`config.mk`:
```
export PLATFORM = sky130hd
export DESIGN_NAME = inst_fetch_flat
export DESIGN_NICKNAME = d
export VERILOG_FILES = /design/src/rtl/cpu_pkg.sv /design/src/rtl/inst_fetch_if.sv /design/src/rtl/fetch_skid_buf.sv /design/src/rtl/inst_fetch.sv /design/src/flat_wrapper.sv
export SDC_FILE = /design/constraint.sdc
export NUM_CORES = 1
export LEC_CHECK = 0
export ABC_AREA = 1
export ABC_CLOCK_PERIOD_IN_PS = 6780
export CORE_ASPECT_RATIO = 0.6
export CORE_MARGIN = 1
export CORE_UTILIZATION = 25
export CTS_CLUSTER_SIZE = 16
export DETAILED_ROUTE_END_ITERATION = 8
export HOLD_SLACK_MARGIN = 0.02
export PLACE_DENSITY = 0.56
export SYNTH_ARGS = -nofsm -noshare
export SYNTH_HDL_FRONTEND = slang
export SYNTH_SLANG_ARGS = --single-unit
```
`constraint.sdc`:
```
create_clock -name clk -period 6.78 [get_ports clk]
set_clock_uncertainty 0.1 [all_clocks]
set_input_delay 2.034 -clock clk [delete_from_list [all_inputs] [get_ports clk]]
set_output_delay 2.034 -clock clk [all_outputs]
set_load 0.005 [all_outputs]
```
`src/rtl/cpu_pkg.sv`:
```
// Shared CPU constants and types used by the fetch stage and the decode-register wrapper.
package cpu_pkg;

    localparam int              ADDR_W   = 32;
    localparam logic [31:0]     RESET_PC = 32'h0000_0000;
    localparam logic [31:0]     NOP_INST = 32'h0000_0000;

    typedef enum logic [1:0] {
        BOOT = 2'd0,
        RUN  = 2'd1,
        HOLD = 2'd2
    } fetch_state_t;

    typedef struct packed {
        logic [31:0]       inst;
        logic [ADDR_W-1:0] pc;
        logic [ADDR_W-1:0] pc_plus4;
        logic              valid;
    } fetch_out_t;

endpackage

```
`src/rtl/inst_fetch_if.sv`:
```
// Instruction-memory read port: registered address out, data returns one cycle later.
interface inst_fetch_if #(
    parameter int ADDR_W = 32
);
    logic [ADDR_W-1:0] imem_addr;
    logic [31:0]       imem_rdata;

    modport master (output imem_addr, input  imem_rdata);
    modport slave  (input  imem_addr, output imem_rdata);
endinterface

```
`src/rtl/fetch_skid_buf.sv`:
```
// Skid register holding the fetch output across a stall, plus the fetch output mux.
module fetch_skid_buf #(
    parameter int          ADDR_W   = 32,
    parameter logic [31:0] NOP_INST = 32'h0000_0000
) (
    input  logic              clk,
    input  logic              rst,
    input  logic              capture_i,
    input  logic              release_i,
    input  logic              clear_i,
    input  logic [31:0]       rdata_i,
    input  logic [ADDR_W-1:0] resp_pc_i,
    input  logic              resp_valid_i,
    output logic [31:0]       inst_o,
    output logic [ADDR_W-1:0] pc_o,
    output logic              valid_o
);

    logic              hold_valid_q, hold_valid_d;
    logic [31:0]       hold_inst_q;
    logic [ADDR_W-1:0] hold_pc_q;

    // Capturing a bubble leaves the skid empty so the output keeps showing NOP.
    always_comb begin
        hold_valid_d = hold_valid_q;
        if (clear_i || release_i) begin
            hold_valid_d = 1'b0;
        end else if (capture_i) begin
            hold_valid_d = resp_valid_i;
        end
    end

    always_ff @(posedge clk) begin
        if (rst) begin
            hold_valid_q <= 1'b0;
        end else begin
            hold_valid_q <= hold_valid_d;
        end
    end

    always_ff @(posedge clk) begin
        if (capture_i && !clear_i) begin
            hold_inst_q <= rdata_i;
            hold_pc_q   <= resp_pc_i;
        end
    end

    always_comb begin
        inst_o  = NOP_INST;
        pc_o    = resp_pc_i;
        valid_o = 1'b0;
        if (hold_valid_q) begin
            inst_o  = hold_inst_q;
            pc_o    = hold_pc_q;
            valid_o = 1'b1;
        end else if (resp_valid_i) begin
            inst_o  = rdata_i;
            pc_o    = resp_pc_i;
            valid_o = 1'b1;
        end
    end

endmodule

```
`src/rtl/inst_fetch.sv`:
```
// Fetch stage: PC sequencing, branch redirect and stall handling in front of a 1-cycle imem.
module inst_fetch #(
    parameter int                ADDR_W   = cpu_pkg::ADDR_W,
    parameter logic [ADDR_W-1:0] RESET_PC = cpu_pkg::RESET_PC,
    parameter logic [31:0]       NOP_INST = cpu_pkg::NOP_INST
) (
    input  logic              clk,
    input  logic              reset,
    input  logic              stallF,
    input  logic              branch_taken,
    input  logic [ADDR_W-1:0] branch_target,
    inst_fetch_if.master      imem,
    output logic [31:0]       inst_f,
    output logic [ADDR_W-1:0] pc_f,
    output logic [ADDR_W-1:0] pc_plus4_f,
    output logic              valid_f
);
    import cpu_pkg::*;

    localparam logic [ADDR_W-1:0] PC_STEP = ADDR_W'(4);

    fetch_state_t      state_q, state_d;
    logic [ADDR_W-1:0] pc_req_q, pc_req_d;
    logic [ADDR_W-1:0] resp_pc_q, resp_pc_d;
    logic              resp_valid_q, resp_valid_d;

    logic              hold_capture, hold_release, hold_clear;
    logic [31:0]       skid_inst;
    logic [ADDR_W-1:0] skid_pc;
    logic              skid_valid;

    logic [ADDR_W-1:0] target_aligned;
    logic [1:0]        unused_target_lsb;

    assign target_aligned    = {branch_target[ADDR_W-1:2], 2'b00};
    assign unused_target_lsb = branch_target[1:0];

    // Redirect outranks stall; the word already in flight for the old path is dropped.
    always_comb begin
        state_d      = state_q;
        pc_req_d     = pc_req_q;
        resp_pc_d    = resp_pc_q;
        resp_valid_d = resp_valid_q;
        hold_capture = 1'b0;
        hold_release = 1'b0;
        hold_clear   = 1'b0;

        if (branch_taken) begin
            pc_req_d     = target_aligned;
            resp_pc_d    = pc_req_q;
            resp_valid_d = 1'b0;
            hold_clear   = 1'b1;
            state_d      = RUN;
        end else begin
            case (state_q)
                BOOT: begin
                    pc_req_d     = pc_req_q + PC_STEP;
                    resp_pc_d    = pc_req_q;
                    resp_valid_d = 1'b1;
                    state_d      = RUN;
                end
                RUN: begin
                    if (stallF) begin
                        // pc_req stays put so the memory keeps re-reading the successor.
                        hold_capture = 1'b1;
                        resp_pc_d    = pc_req_q;
                        state_d      = HOLD;
                    end else begin
                        pc_req_d     = pc_req_q + PC_STEP;
                        resp_pc_d    = pc_req_q;
                        resp_valid_d = 1'b1;
                    end
                end
                HOLD: begin
                    if (!stallF) begin
                        hold_release = 1'b1;
                        pc_req_d     = pc_req_q + PC_STEP;
                        resp_pc_d    = pc_req_q;
                        resp_valid_d = 1'b1;
                        state_d      = RUN;
                    end
                end
                default: begin
                    pc_req_d     = RESET_PC;
                    resp_pc_d    = RESET_PC;
                    resp_valid_d = 1'b0;
                    state_d      = BOOT;
                end
            endcase
        end
    end

    always_ff @(posedge clk) begin
        if (reset) begin
            state_q      <= BOOT;
            pc_req_q     <= RESET_PC;
            resp_pc_q    <= RESET_PC;
            resp_valid_q <= 1'b0;
        end else begin
            state_q      <= state_d;
            pc_req_q     <= pc_req_d;
            resp_pc_q    <= resp_pc_d;
            resp_valid_q <= resp_valid_d;
        end
    end

    assign imem.imem_addr = pc_req_q;

    fetch_skid_buf #(
        .ADDR_W   (ADDR_W),
        .NOP_INST (NOP_INST)
    ) u_skid (
        .clk          (clk),
        .rst          (reset),
        .capture_i    (hold_capture),
        .release_i    (hold_release),
        .clear_i      (hold_clear),
        .rdata_i      (imem.imem_rdata),
        .resp_pc_i    (resp_pc_q),
        .resp_valid_i (resp_valid_q),
        .inst_o       (skid_inst),
        .pc_o         (skid_pc),
        .valid_o      (skid_valid)
    );

    // Registers still hold pre-reset contents during the reset cycle, so mask them here.
    always_comb begin
        inst_f  = skid_inst;
        pc_f    = skid_pc;
        valid_f = skid_valid;
        if (reset) begin
            inst_f  = NOP_INST;
            pc_f    = RESET_PC;
            valid_f = 1'b0;
        end
    end

    assign pc_plus4_f = pc_f + PC_STEP;

endmodule

```
`src/flat_wrapper.sv`:
```
// flat-port wrapper written by rule: the top's interface ports become plain ports
module inst_fetch_flat import cpu_pkg::*;
#(
    parameter int                ADDR_W   = cpu_pkg::ADDR_W,
    parameter logic [ADDR_W-1:0] RESET_PC = cpu_pkg::RESET_PC,
    parameter logic [31:0]       NOP_INST = cpu_pkg::NOP_INST
)
  (clk, reset, stallF, branch_taken, branch_target, inst_f, pc_f, pc_plus4_f, valid_f, imem_imem_addr, imem_imem_rdata);
  inst_fetch_if #(.ADDR_W(ADDR_W)) imem_i ();
  input  logic clk;
  input  logic reset;
  input  logic stallF;
  input  logic branch_taken;
  input  logic [ADDR_W-1:0] branch_target;
  output logic [31:0] inst_f;
  output logic [ADDR_W-1:0] pc_f;
  output logic [ADDR_W-1:0] pc_plus4_f;
  output logic valid_f;
  output wire logic [$bits(imem_i.imem_addr)-1:0] imem_imem_addr;
  input wire logic [$bits(imem_i.imem_rdata)-1:0] imem_imem_rdata;
  assign imem_imem_addr = imem_i.imem_addr;
  assign imem_i.imem_rdata = imem_imem_rdata;
  inst_fetch #(.ADDR_W(ADDR_W), .RESET_PC(RESET_PC), .NOP_INST(NOP_INST)) u_core (.clk(clk), .reset(reset), .stallF(stallF), .branch_taken(branch_taken), .branch_target(branch_target), .imem(imem_i), .inst_f(inst_f), .pc_f(pc_f), .pc_plus4_f(pc_plus4_f), .valid_f(valid_f));
endmodule
```
==> impl_metrics.ini <==
[outcome]
status = completed

[final_layout]
syn_to_final_growth_pct = 37.5
antenna_cells = 0
fin_area_um2 = 10400
nets = 1297
fill_cells = 3109
mostFrequentLayoutCells = 303 x nand2_1, 193 x clkdlybuf4s50_1, 113 x o21ai_0, 112 x nor2_1, 100 x a21oi_1
final_cells = 1636
drive_above_1_share = 0.0720
mostFrequentLayoutCell = nand2_1

[placement]
placedInstanceArea_um2 = 9820
dp.cells = 1604
dp_hpwl_um = 18700
dp_worst_setup_slack_ns = 0.435
gp_congestion = 0.860
io_buffer_count = 194

[sta]
fmax_mhz = 158
slew_viol_final = 0
rsz0062_at_grt = no
fin_crit_ns = 6.33
fin_ws_ns = 0.450
post-route-period-util = 0.934
max_slew.worst_pin.slew_ns = 1.12
finalSetupViolCount = 0
timing.hold.ws_ns = 0.345
hold_viol_final = 0
final.setup.tns_ns = 0
relSlewSlack = 0.249

[global_routing]
grt_pass1_vias = 6861
grt.total_usage = 0.163
grt_max_degree = 89
grt_pass1_wl_um = 38600
grt_overflow = 0
antenna_found_initial = 0

[power_and_ir_drop]
total_leakage_power_nw = 3.90
power_density_nw_per_um2 = 203
ir_drop_mv = 0.186

[critical_path]
worstPathMaxFanout = 5
critPathLaunchType = input pin
cp_data_required_time_ns = 4.65
reg2reg_depth = 9
r2r_start = u_core.state_q[1]
crit_path_end_kind = output port
critical_path_class = in -> out
worst_ep_arrival_time_ns = 4.20
startpoint = reset

[job]
cap_violations = 0

[clocking]
cts_tree = yes
cts.sinks = 132
clockBufferDepth = 2
cts_root_buf = clkbuf_16
cts_buffers = 17
clk_latency_ns = 0.42
post_cts_buffers = 0
cts.clk_slew.worst_paths_ns = 0.06
cts_max_level = 4
cts_resized = 0
ctsHoldBuffers = 0

[detailed_routing]
wl_per_cell_um = 15.4
finalWirelength_um = 25300
drtIter0Drc = 651
postRouteAntennaNets = 0
vias_per_cell = 4.61
num_vias = 7549
drc = 0
firstDrtPassIters = 5

[floorplan]
rows = 48
die_y_um = 137
die_area_um2 = 30900
die_w_um = 226
start_util = 0.259
num_io_pins = 197
core-area_um2 = 29200

[synth]
synth-edff-count = 64
netlist_area_um2 = 7550
syn_nets = 1124
synthFlopType = dfxtp_1
yosys_warnings = 0
synthArstFlopShare = 0
ys_ff_latch = 132
ys_seq_area_frac = 0.435
synth_cell_types = 34
syn_inst = 1050
syn_avg_cell_area_um2 = 7.19

[worst_hold_path]
min_from = u_core.resp_pc_q[23]
holdCritPathClass = reg -> reg
hold_depth = 0
[registers in the layout, summed over array words and instances, names as in the netlist]
register	count
u_core.u_skid.hold_pc_q	32
u_core.u_skid.hold_valid_q	1
u_core.resp_pc_q	32
u_core.imem.imem_addr	32
u_core.u_skid.hold_inst_q	32
u_core.resp_valid_q	1
u_core.state_q	2
[synth_stat cells, types with 2 or more instances]
cell,number,area [um2]
ha_1,6,75.1
nand3_1,68,340
a22oi_1,2,15.0
buf_6,4,45.0
inv_2,3,11.3
nand2_1,303,1140
nor3_1,2,10.0
nor2_2,10,62.6
clkbuf_1,31,116
and2_1,2,12.5
nor2_4,7,78.8
xor2_1,15,131
dfxtp_1,68,1360
buf_4,3,22.5
buf_2,9,45.0
nor2_1,114,428
o211ai_1,3,22.5
o21ai_0,113,566
nand2_2,14,87.6
a21oi_1,100,500
nand3_2,7,70.1
edfxtp_1,64,1920
inv_1,88,330
nand2_4,4,45.0
[through the flow]
| step | utilization | total power [W] |
|---|---|---|
| final | 0.356 | 0.00210 |
| after global routing | 0.356 | 0.00219 |
| after CTS | 0.356 | 0.00214 |
| after detailed placement | 0.336 | 0.00124 |
| after global placement | 0.336 | 0.00124 |
| after floorplan | - | 0.00107 |
[layer usage]
metal  wire [um]  part of all wire  global-route usage  up-vias
li1            -                 -                   -     3785
met1       12900              0.51               0.240     3505
met2       10500              0.42               0.239      241
met3        1530             0.061              0.0384       18
met4         240            0.0095              0.0360        0
met5           0                 0                   0        -
[final timing paths]
path | to | slack [ns]
min reg2reg | u_core.u_skid.hold_pc_q[23] | 0.34
max reg2reg | u_core.imem.imem_addr[4] | 4.38
max | pc_plus4_f[12] | 0.45
min | u_core.u_skid.hold_pc_q[23] | 0.34
[cell families after synthesis]
kind of cell / Yosys count / synth area share
DFF: 132 / 0.435
AOI/OAI and AO/OA: 221 / 0.150
buffers and inverters: 142 / 0.0809
xor gates and xnor gates: 15 / 0.0174
and+or+nand+nor: 534 / 0.307
adders and majority gates: 6 / 0.00995
[final cells by class]
cell class                      count  area, um2  share of cell area
Multi-Input combinational cell    776       3660               0.353
Sequential cell                   132       3280               0.316
Timing Repair Buffer              205       2030               0.196
Tap cell                          400        500              0.0482
Clock buffer                       24        483              0.0465
Inverter                           91        342              0.0329
Clock inverter                      8       75.1             0.00723
[critical path, cell delays in order]
cell             delay, ns
buf_2                 0.15
a21oi_1               0.26
ha_1                  0.39
inv_1                 0.16
nor2_4                0.23
nand2_4               0.11
nor2_4                0.16
xor2_1                0.18
clkdlybuf4s50_1       0.52
[where the power goes]
part / internal [W] / total, W / switching, W
combinational: 0.000146 / 0.000302 / 0.000156
sequential: 0.000880 / 0.000921 / 0.0000409
clock: 0.000534 / 0.000879 / 0.000345
(Power assumes the default switching activity.)
